[src/rtl/spi_slave_regs.sv]
// SPI mode-0 slave exposing a 16x8 register file through a 2-byte command/data protocol.
// Define SPI_SLAVE_AUTOINC_EN to allow multi-byte bursts with address auto-increment.
module spi_slave_regs #(
    parameter int         NREGS     = 16,
    parameter logic [7:0] RESET_VAL = 8'h00,
    parameter logic [7:0] SIG_BYTE  = 8'hA5,
    localparam int        AW        = $clog2(NREGS)
) (
    input  logic          clock,
    input  logic          reset,
    input  logic          sclk,
    input  logic          cs,
    input  logic          mosi,
    output logic          miso,
    output logic          wr_valid,
    output logic [AW-1:0] wr_addr,
    output logic [7:0]    wr_data,
    output logic          frame_err
);

    typedef enum logic [1:0] {
        IDLE = 2'd0,
        CMD  = 2'd1,
        DATA = 2'd2,
        DONE = 2'd3
    } state_t;

    state_t state_q, state_d;

    // Input synchronisers: [0],[1] form the 2-flop synchroniser, [2] is the edge-detect history.
    logic [2:0] sclk_sr, cs_sr;
    logic [1:0] mosi_sr;

    always_ff @(posedge clock or posedge reset) begin
        if (reset) begin
            sclk_sr <= '0;
            cs_sr   <= '0;
            mosi_sr <= '0;
        end else begin
            sclk_sr <= {sclk_sr[1:0], sclk};
            cs_sr   <= {cs_sr[1:0], cs};
            mosi_sr <= {mosi_sr[0], mosi};
        end
    end

    logic sclk_rise, sclk_fall, cs_rise, cs_fall, mosi_s;

    assign sclk_rise = sclk_sr[1] & ~sclk_sr[2];
    assign sclk_fall = ~sclk_sr[1] & sclk_sr[2];
    assign cs_rise   = cs_sr[1] & ~cs_sr[2];
    assign cs_fall   = ~cs_sr[1] & cs_sr[2];
    assign mosi_s    = mosi_sr[1];

    logic [7:0]    regs [NREGS];
    logic [2:0]    bit_cnt;
    logic [7:0]    rx_sh;
    logic [7:0]    tx_sh;
    logic [7:0]    rd_latch;
    logic [AW-1:0] addr_q;
    logic          is_read;

    logic          active;
    logic          bit_event;
    logic          byte_end;
    logic [7:0]    rx_byte;

    // cs rising wins over a coincident sclk rise, so that bit never reaches the shifter.
    assign active    = (state_q != IDLE);
    assign bit_event = sclk_rise & active & ~cs_rise;
    assign byte_end  = bit_event & (bit_cnt == 3'd7);
    assign rx_byte   = {rx_sh[6:0], mosi_s};

    // FSM: state register
    always_ff @(posedge clock or posedge reset) begin
        if (reset) begin
            state_q <= IDLE;
        end else begin
            state_q <= state_d;
        end
    end

    // FSM: next-state logic
    always_comb begin
        state_d = state_q;
        if (cs_rise) begin
            state_d = IDLE;
        end else begin
            case (state_q)
                IDLE: if (cs_fall) state_d = CMD;
                CMD:  if (byte_end) state_d = DATA;
`ifdef SPI_SLAVE_AUTOINC_EN
                DATA: state_d = DATA;
`else
                DATA: if (byte_end) state_d = DONE;
`endif
                DONE: state_d = DONE;
                default: state_d = IDLE;
            endcase
        end
    end

    // FSM: decoded per-cycle actions
    logic          cmd_end;
    logic          data_end;
    logic          do_write;
    logic          frame_abort;
    logic          frame_start;
    logic          tx_step;
    logic [7:0]    next_tx;
    logic [AW-1:0] next_addr;

    always_comb begin
        cmd_end     = 1'b0;
        data_end    = 1'b0;
        do_write    = 1'b0;
        frame_abort = 1'b0;
        frame_start = 1'b0;
        tx_step     = 1'b0;
        next_tx     = 8'h00;
        next_addr   = AW'(addr_q + 1'b1);
        if (cs_rise) begin
            frame_abort = active && (bit_cnt != 3'd0);
        end else begin
            frame_start = (state_q == IDLE) && cs_fall;
            tx_step     = active && sclk_fall;
            cmd_end     = (state_q == CMD) && byte_end;
            data_end    = (state_q == DATA) && byte_end;
            do_write    = data_end && !is_read;
        end
        // Only a read in the data phase returns register content; every other byte is zero.
        if (state_q == DATA && is_read) begin
            next_tx = rd_latch;
        end
    end

    // Bit counter, receive shifter and command capture
    always_ff @(posedge clock or posedge reset) begin
        if (reset) begin
            bit_cnt  <= 3'd0;
            rx_sh    <= 8'h00;
            addr_q   <= '0;
            is_read  <= 1'b0;
            rd_latch <= 8'h00;
        end else begin
            if (frame_start || cs_rise) begin
                bit_cnt <= 3'd0;
            end else if (bit_event) begin
                bit_cnt <= bit_cnt + 3'd1;
                rx_sh   <= rx_byte;
            end

            if (cmd_end) begin
                addr_q   <= rx_byte[AW-1:0];
                is_read  <= rx_byte[7];
                rd_latch <= regs[rx_byte[AW-1:0]];
            end
`ifdef SPI_SLAVE_AUTOINC_EN
            else if (data_end) begin
                addr_q <= next_addr;
                if (is_read) begin
                    rd_latch <= regs[next_addr];
                end
            end
`endif
        end
    end

    // Transmit shifter: a new byte is loaded on the first fall after a byte boundary.
    always_ff @(posedge clock or posedge reset) begin
        if (reset) begin
            tx_sh <= 8'h00;
            miso  <= 1'b0;
        end else begin
            if (frame_start) begin
                tx_sh <= SIG_BYTE;
            end else if (tx_step) begin
                if (bit_cnt == 3'd0) begin
                    tx_sh <= next_tx;
                end else begin
                    tx_sh <= {tx_sh[6:0], 1'b0};
                end
            end
            miso <= active ? tx_sh[7] : 1'b0;
        end
    end

    // Register file and write-commit strobe
    always_ff @(posedge clock or posedge reset) begin
        if (reset) begin
            for (int i = 0; i < NREGS; i++) begin
                regs[i] <= RESET_VAL;
            end
            wr_valid  <= 1'b0;
            wr_addr   <= '0;
            wr_data   <= 8'h00;
            frame_err <= 1'b0;
        end else begin
            wr_valid  <= do_write;
            frame_err <= frame_abort;
            if (do_write) begin
                regs[addr_q] <= rx_byte;
                wr_addr      <= addr_q;
                wr_data      <= rx_byte;
            end
        end
    end

endmodule

[config.mk]
export PLATFORM = sky130hd
export DESIGN_NAME = spi_slave_regs
export DESIGN_NICKNAME = d
export VERILOG_FILES = /design/src/rtl/spi_slave_regs.sv
export SDC_FILE = /design/constraint.sdc
export NUM_CORES = 1
export LEC_CHECK = 0
export CAP_MARGIN = 20
export CORE_ASPECT_RATIO = 1.2
export CORE_MARGIN = 2
export CORE_UTILIZATION = 66
export DETAILED_ROUTE_END_ITERATION = 16
export GPL_ROUTABILITY_DRIVEN = 1
export PLACE_DENSITY = 0.95
export REMOVE_ABC_BUFFERS = 1
export SKIP_LAST_GASP = 1
export SYNTH_ARGS = -nofsm -noshare
export SYNTH_HDL_FRONTEND = slang
export SYNTH_SLANG_ARGS = --single-unit
[constraint.sdc]
create_clock -name clock -period 14.5 [get_ports clock]
set_input_delay 1.45 -clock clock [delete_from_list [all_inputs] [get_ports clock]]
set_output_delay 1.45 -clock clock [all_outputs]
set_load 0.05 [all_outputs]
* After elaboration in Yosys (flattened, before gate mapping)
Index checks and enable logic that the tools add are counted.
W data, S select, Z words.
** Storage, ports and cells
- Memories :: 0
- Bits in registers :: 184
- Latch bits :: 0
- Logic and storage cells :: 98
- Memory bits (read-only) :: 0
- Input bits :: 5
- Memory bits (writable) :: 0
** Operators by class
- Reductions and logical operators :: 18
- Multiplexer cells :: 23
- $mul :: 0
- Bitwise logic cells :: 15
- Equal/unequal tests :: 7
- $lt $le $gt $ge :: 3
- Shifts and indexed selects :: 0
- $add $sub $neg :: 1
- Div/mod/pow operators :: 0
** Operators with widths (number)
- $bwmux W128 :: 1
- $mux W8 :: 7
- $bmux W8 S4 :: 1
- $demux W8 S4 :: 1
- $ge A5 B5 Y1 const B :: 2
- $not A4 Y5 :: 2
- $ne A3 B3 Y1 const B :: 3
- $logic_and A1 B1 Y1 :: 8
- $mux W2 :: 4
- $pmux W2 S4 :: 1
- $and A1 B1 Y1 :: 7
- $mux W1 :: 6
- $mux W3 :: 2
- $not A1 Y1 :: 6
- $reduce_bool A2 Y1 :: 3
- $lt A5 B1 Y1 const B :: 1
- $eq A2 B2 Y1 const B :: 2
- $add A3 B1 Y3 const B :: 1
- $eq A3 B3 Y1 const B :: 1
- $logic_not A3 Y1 :: 1
- $reduce_and A3 Y1 :: 1
- $reduce_bool A3 Y1 :: 1
- $eq A2 B1 Y1 const B :: 1
- $logic_not A2 Y1 :: 1
- other kinds (3) :: 3

* Longest topological paths before layout
Gate-level depths: netlist of run 1.
- Depth in word-level cells :: 8
- Depth in mapped cells :: 11
- Depth with buffers taken out :: 7

* Worst setup path after synthesis of run 1
No wires, ideal clock.
- Kind :: reg-to-reg
- From :: register cs_sr[1]
- To :: register regs[104] (netlist bit)
- Data required time :: 14375 ps
- Stages on the path, launching flop included :: 9
- Path slack :: 12173 ps
- Setup time :: 125 ps
- Data arrival time :: 2202 ps
- Period minus slack after synthesis :: 2327 ps
- Path buffers :: 3
- Cells stage by stage :: dfrtp_1 > ha_1 > buf_4 > nor4b_2 > nand4_1 > buf_6 > or4_4 > buf_6 > mux2_4
** On the way
- Word-level cells in the longest chain between the ends :: 7
** RTL lines
- from (decl) :: RTL line 31 : logic [2:0] sclk_sr, cs_sr;
- from (signal assigned) :: RTL line 41 : cs_sr <= {cs_sr[1:0], cs};
- $and A1 B1 Y1 * :: RTL line 50 : assign cs_rise = cs_sr[1] & ~cs_sr[2];
- $not A1 Y1 :: RTL line 69 : assign bit_event = sclk_rise & active & ~cs_rise;
- $and A1 B1 Y1 :: RTL line 69
- $and A1 B1 Y1 :: RTL line 70 : assign byte_end = bit_event & (bit_cnt == 3'd7);
- $logic_and A1 B1 Y1 :: RTL line 127 : data_end = (state_q == DATA) && byte_end;
- $logic_and A1 B1 Y1 :: RTL line 128 : do_write = data_end && !is_read;
- $mux W1 * :: RTL line 121 : if (cs_rise) begin
- to (signal, indexed assignment) :: RTL line 201 : regs[addr_q] <= rx_byte;
- to (decl) :: RTL line 54 : logic [7:0] regs [NREGS];
Every way passes the cells marked *; elsewhere a longest branch is shown, timed or not.
A chain may end at the register's enable or synchronous reset.

* Final worst setup path of run 1
- From :: register cs_sr[1]
- To :: register regs[121] (netlist bit)
Same word-level chain as after synthesis.

==> results of run 1 <==
[final timing paths]
kind | startpoint | endpoint | slack (ns) | cells past startpoint
max | cs_sr[1] | regs[121] | 11.37 | 7
min | sclk_sr[0] | sclk_sr[1] | 0.35 | 0
max reg2reg | cs_sr[1] | regs[121] | 11.37 | 7
min reg2reg | sclk_sr[0] | sclk_sr[1] | 0.35 | 0
max in group asynchronous | reset | regs[44] | 11.68 | 4
min in group asynchronous | reset | wr_addr[0] | 1.58 | 2
[placed cells by master, fill, tap and decap left out, types with 7 or more instances in the layout]
cell	instances
a21oi_1	7
a221oi_1	8
inv_1	9
nor2_1	12
mux2i_1	11
mux2_2	111
dfrtp_1	183
mux2_4	24
mux4_2	32
clkdlybuf4s50_1	19
nand2b_1	8
buf_4	8
clkbuf_16	17
nand2_1	53
[power by group through the flow]
stage          Combinational [mW]  Clock, mW  Sequential, mW
6_report                    0.146      0.510           0.569
5_1_grt                     0.155      0.532           0.569
4_1_cts                     0.142      0.511           0.567
3_5_place_dp                0.139          0           0.575
3_3_place_gp                0.135          0           0.572
2_1_floorplan              0.0624          0           0.594
[layout make-up]
cell class / count / share of cell area (%)
Clock buffer: 20 / 4.96
Sequential cell: 184 / 50.0
Tap cell: 161 / 2.19
Inverter: 10 / 0.462
Timing Repair Buffer: 28 / 3.01
Clock inverter: 12 / 2.14
Multi-Input combinational cell: 332 / 37.3
[per-layer routing]
metal / routed length, um / global-route usage [%] / up-vias
met2: 10300 / 51.0 / 323
met5: 0 / 0 / -
met1: 7530 / 39.5 / 2704
li1: - / - / 2064
met3: 1480 / 6.63 / 91
met4: 972 / 17.8 / 0
[through the flow]
step	hold WS [ns]	setup slack, ns
after floorplan	0.331	8.05
after global routing	0.358	11.19
final	0.353	11.37
after detailed placement	0.341	10.79
after CTS	0.354	11.22
after global placement	0.334	10.89
[registers in the layout, indices dropped and copies added (netlist names)]
signal and flops:
state_q 2, frame_err 1, sclk_sr 3, wr_valid 1
wr_addr 4, cs_sr 3, tx_sh 8, mosi_sr 2
is_read 1, wr_data 8, rx_sh 7, regs 128
miso 1, rd_latch 8, addr_q 4, bit_cnt 3
[worst reg2reg max path, cell delays in order, from the launching register on]
cell and delay, ns:
dfrtp_1 0.40, ha_1 0.35, nor4b_2 0.39, nand4_1 0.20, buf_4 0.31, inv_1 0.38, nand3_1 0.52, mux2_2 0.46
[cells by family (layout without fill, tap and decap cells)]
| logic type | after synthesis | in the layout | synth area share (%) |
|---|---|---|---|
| buf+inv | 52 | 70 | 2.90 |
| fa+ha+maj | 5 | 5 | 0.756 |
| mux | 178 | 178 | 29.5 |
| flops | 184 | 184 | 55.6 |
| simple gates | 113 | 113 | 8.04 |
| compound gates | 36 | 36 | 3.20 |
==> results.toml, run 1 <==
[run_status]
status = "finished, final reports clean"

[logic_synthesis]
synth_cell_type_count = 41
synthTopCellsByArea = "dfrtp_1, mux2_2, mux4_2, mux2_4, nand2_1"
yosys.area.top_type = "dfrtp_1"
ys_top_cells_by_count = "dfrtp_1, mux2_2, nand2_1, mux4_2, clkbuf_1"
synth_seq_cells = 184
ys_async_sr_fraction_pct = 100
syn_avg_cell_area_um2 = 14.6
synth.top_cell.area_share_pct = 55.6
synthCells = 568
ys_warn_count = 0
synth_ff_type = "dfrtp_1"
synth_area_mm2 = 0.00828
synth_edf_count = 0
ys_seq_area_share_pct = 55.6
synth_most_common_cell = "dfrtp_1"

[setup_path]
worstPathRequired_ns = 14.81
crit_family = "simple AND/OR/NAND/NOR gates"
critPathBufInv = 2
path_cells = "ha_1 > nor4b_2 > nand4_1 > buf_4 > inv_1 > nand3_1 > mux2_2"
crit_type = "reg -> reg"
cp-end-kind = "register"
cp_slowest_cell = "nand3_1"
path_max_fanout = 29
cp-start-kind = "register"
cp_slowest_stage_delay_ns = 0.52
cp_data_arrival_time_ns = 3.44

[pwr]
p_per_area_mw_per_mm2 = 133
p_leak_nw = 4.52
p_int_mw = 0.894
pwr-share-seq_pct = 46.5
power_frac_clock_pct = 41.6
swShare_pct = 27.1
peakVddDrop_v = 0.000114
power_mw = 1.23
power.switching_mw = 0.332
combPwrFrac_pct = 11.9

[global_route]
grt_max_degree = 100
antenna_found_initial = 0
grt_pass1_wl_um = 31400
overflow = 0
gr-usage-all-layers_pct = 31.4
first_global_vias = 5453

[timing]
slew_violations = 0
skew_ns = 0.0109
fin_crit_ns = 3.13
fin_crit_sh_pct = 21.6
slew_headroom_pct = 35.2
worst_slew_pin_slew_ns = 0.967
rsz0062_at_grt = "no"
fmax_mhz = 320
setup-violations-final = 0
hold_viol = 0
fin_setup_tns_ns = 0

[cts]
cts_tree = "done"
insertion_delay_ns = 0.43
clock_sinks = 184
cts_buffer_depth = 2
hold_buffers = 0
h-tree-depth = 4
ctsResizeCount = 0
cts-buffers-inserted = 17
cts_setup_buffers = 0
root_buffer = "clkbuf_16"
clkTransAtPathRegs_ns = 0.06

[cells_and_area]
fillers = 587
multiInputGateArea_mm2 = 0.00343
area_growth_pct = 11.3
final_util_pct = 75.8
drive_above_1_share_pct = 38.7
fin_nets = 583
final_cells = 747
seq_area_mm2 = 0.00461
finalInstanceArea_mm2 = 0.00922
num_antenna_cells = 0

[placement]
place_area_mm2 = 0.00853
port_buffers = 19
dp_cells = 714
gp_congestion = 0.879
hpwl_um = 11000

[route]
drc = 0
drt_wl_total_um = 20200
firstDrtPassIters = 7
wl_per_cell_um = 27.1
vias = 5182
ant_nets = 0
avgViaCountPerCell = 6.94
dr.first_iter.drc_count = 573

[floorplan]
core_area_mm2 = 0.0122
start_util_pct = 68.0
fp.dieH_um = 127
rows = 44
die_area_mm2 = 0.0135
die_w_um = 106
num_io_pins = 20

[worst_hold_path]
min_path_type = "reg -> reg"

[flow_run]
drv_cap = 0
(Power assumes the default switching activity.)
==> run 2: changes to the inputs <==
CORE_UTILIZATION = 56   (was 66)
PLACE_DENSITY = 0.88   (was 0.95)
clock period = 2.67 ns   (was 14.5 ns; I/O delays follow)
==> results.toml, run 2 (same netlist as run 1, synthesis figures left out) <==
[cells_and_area]
fillers = 943
mostFrequentLayoutCell = "dfrtp_1"
drive_above_1_share_pct = 40.6
final_util_pct = 65.0
largest_reg_flops = 128
area_growth_pct = 13.1
finalInstanceArea_mm2 = 0.00936
top_register = "regs"
mostFrequentLayoutCells = "dfrtp_1, mux2_2, nand2_1, mux4_2"
num_antenna_cells = 0
fin_nets = 603

[pwr]
p_leak_nw = 4.61
peakVddDrop_v = 0.000549
power_mw = 6.42
p_per_area_mw_per_mm2 = 686

[placement]
pre_cts_slack_ns = 0.0830
port_buffers = 19
hpwl_um = 11600
place_area_mm2 = 0.00877
gp_congestion = 0.973

[cts]
clock_sinks = 184
hold_buffers = 0
root_buffer = "clkbuf_16"
cts-buffers-inserted = 17
ctsResizeCount = 0
clkTransAtPathRegs_ns = 0.06
cts_buffer_depth = 2
insertion_delay_ns = 0.43
cts_tree = "done"
cts_setup_buffers = 0
h-tree-depth = 4

[global_route]
grt_max_degree = 64
gr-usage-all-layers_pct = 25.2
grt_pass1_wl_um = 29700
first_global_vias = 5225
overflow = 0
antenna_found_initial = 0

[route]
firstDrtPassIters = 4
dr.first_iter.drc_count = 439
drc = 0
wl_per_cell_um = 22.9
vias = 4919
ant_nets = 0
avgViaCountPerCell = 6.30
drt_wl_total_um = 17900

[setup_path]
cp-end-kind = "register"
cp_slowest_stage_delay_ns = 0.67
worstPathRequired_ns = 2.99
crit_type = "reg -> reg"
cp-start-kind = "register"
r2r_start = "cs_sr[1]"
cp_slowest_cell = "or4_1"
cp_data_arrival_time_ns = 2.86
crit_family = "simple AND/OR/NAND/NOR gates"
path_cells = "ha_1 > nor4b_2 > nand4_1 > buf_12 > or4_1 > mux2_2"
crit_path_start = "cs_sr[1]"
critPathBufInv = 1
path_max_fanout = 29

[timing]
hold_viol = 0
slew_headroom_pct = 44.4
fin_crit_ns = 2.54
skew_ns = 0.0118
fin_ws_ns = 0.127
rsz0062_at_grt = "no"
fmax_mhz = 393
fin_crit_sh_pct = 95.2
setup-violations-final = 0
worst_slew_pin_slew_ns = 0.834
slew_violations = 0

[worst_hold_path]
hp-start = "sclk"
min_path_type = "in -> reg"

[floorplan]
num_io_pins = 20
core_area_mm2 = 0.0144
start_util_pct = 57.4
rows = 48
die_area_mm2 = 0.0158
fp.dieH_um = 137
die_w_um = 115

[run_status]
status = "finished, final reports clean"

[flow_run]
drv_cap = 0
==> run 2: final cells by class <==
class                      count  area, um2  share of cell area, %
inverter                      10       42.5                  0.454
sequential                   184       4610                   49.2
clock inverter                10        118                   1.26
timing repair buffer          48        470                   5.02
multi-input combinational    332       3430                   36.7
clock buffer                  22        474                   5.06
tap                          175        219                   2.34
==> run 2: path summary, 6_finish.rpt <==
kind	endpoint	slack, ns	cells past startpoint
min	sclk_sr[0]	0.27	1
min in group asynchronous	regs[31]	0.30	2
min reg2reg	mosi_sr[1]	0.35	0
max in group asynchronous	mosi_sr[0]	1.65	3
max reg2reg	regs[119]	0.13	6
max	regs[119]	0.13	6
==> run 2: power breakdown <==
part           internal (mW)  leakage [nW]  switching, mW  total [mW]
Clock                   1.46         0.291           1.03        2.49
Combinational          0.331          1.79          0.381       0.711
Sequential              2.87          2.53          0.353        3.22
==> run 2: layer usage <==
layer | GRT usage [%] | vias to the layer above | wire (um)
li1 | - | 2106 | -
met1 | 32.5 | 2608 | 7120
met2 | 41.7 | 171 | 9280
met3 | 4.84 | 34 | 918
met4 | 11.4 | 0 | 579
met5 | 0 | - | 0
==> run 2: stage by stage <==
| step | instances | hold WS, ns | TNS, ns |
|---|---|---|---|
| 3_3_place_gp | 749 | 0.333 | 0 |
| 2_1_floorplan | 526 | 0.298 | -556.41 |
| 3_5_place_dp | 749 | 0.336 | 0 |
| 6_report | 781 | 0.272 | 0 |
| 4_1_cts | 781 | 0.258 | 0 |
| 5_1_grt | 781 | 0.269 | 0 |
==> run 2: worst reg2reg max path, stage by stage (launching register included) <==
cell and delay (ns):
dfrtp_1 0.40, ha_1 0.27, nor4b_2 0.30, nand4_1 0.20, buf_12 0.23, or4_1 0.68, mux2_2 0.35
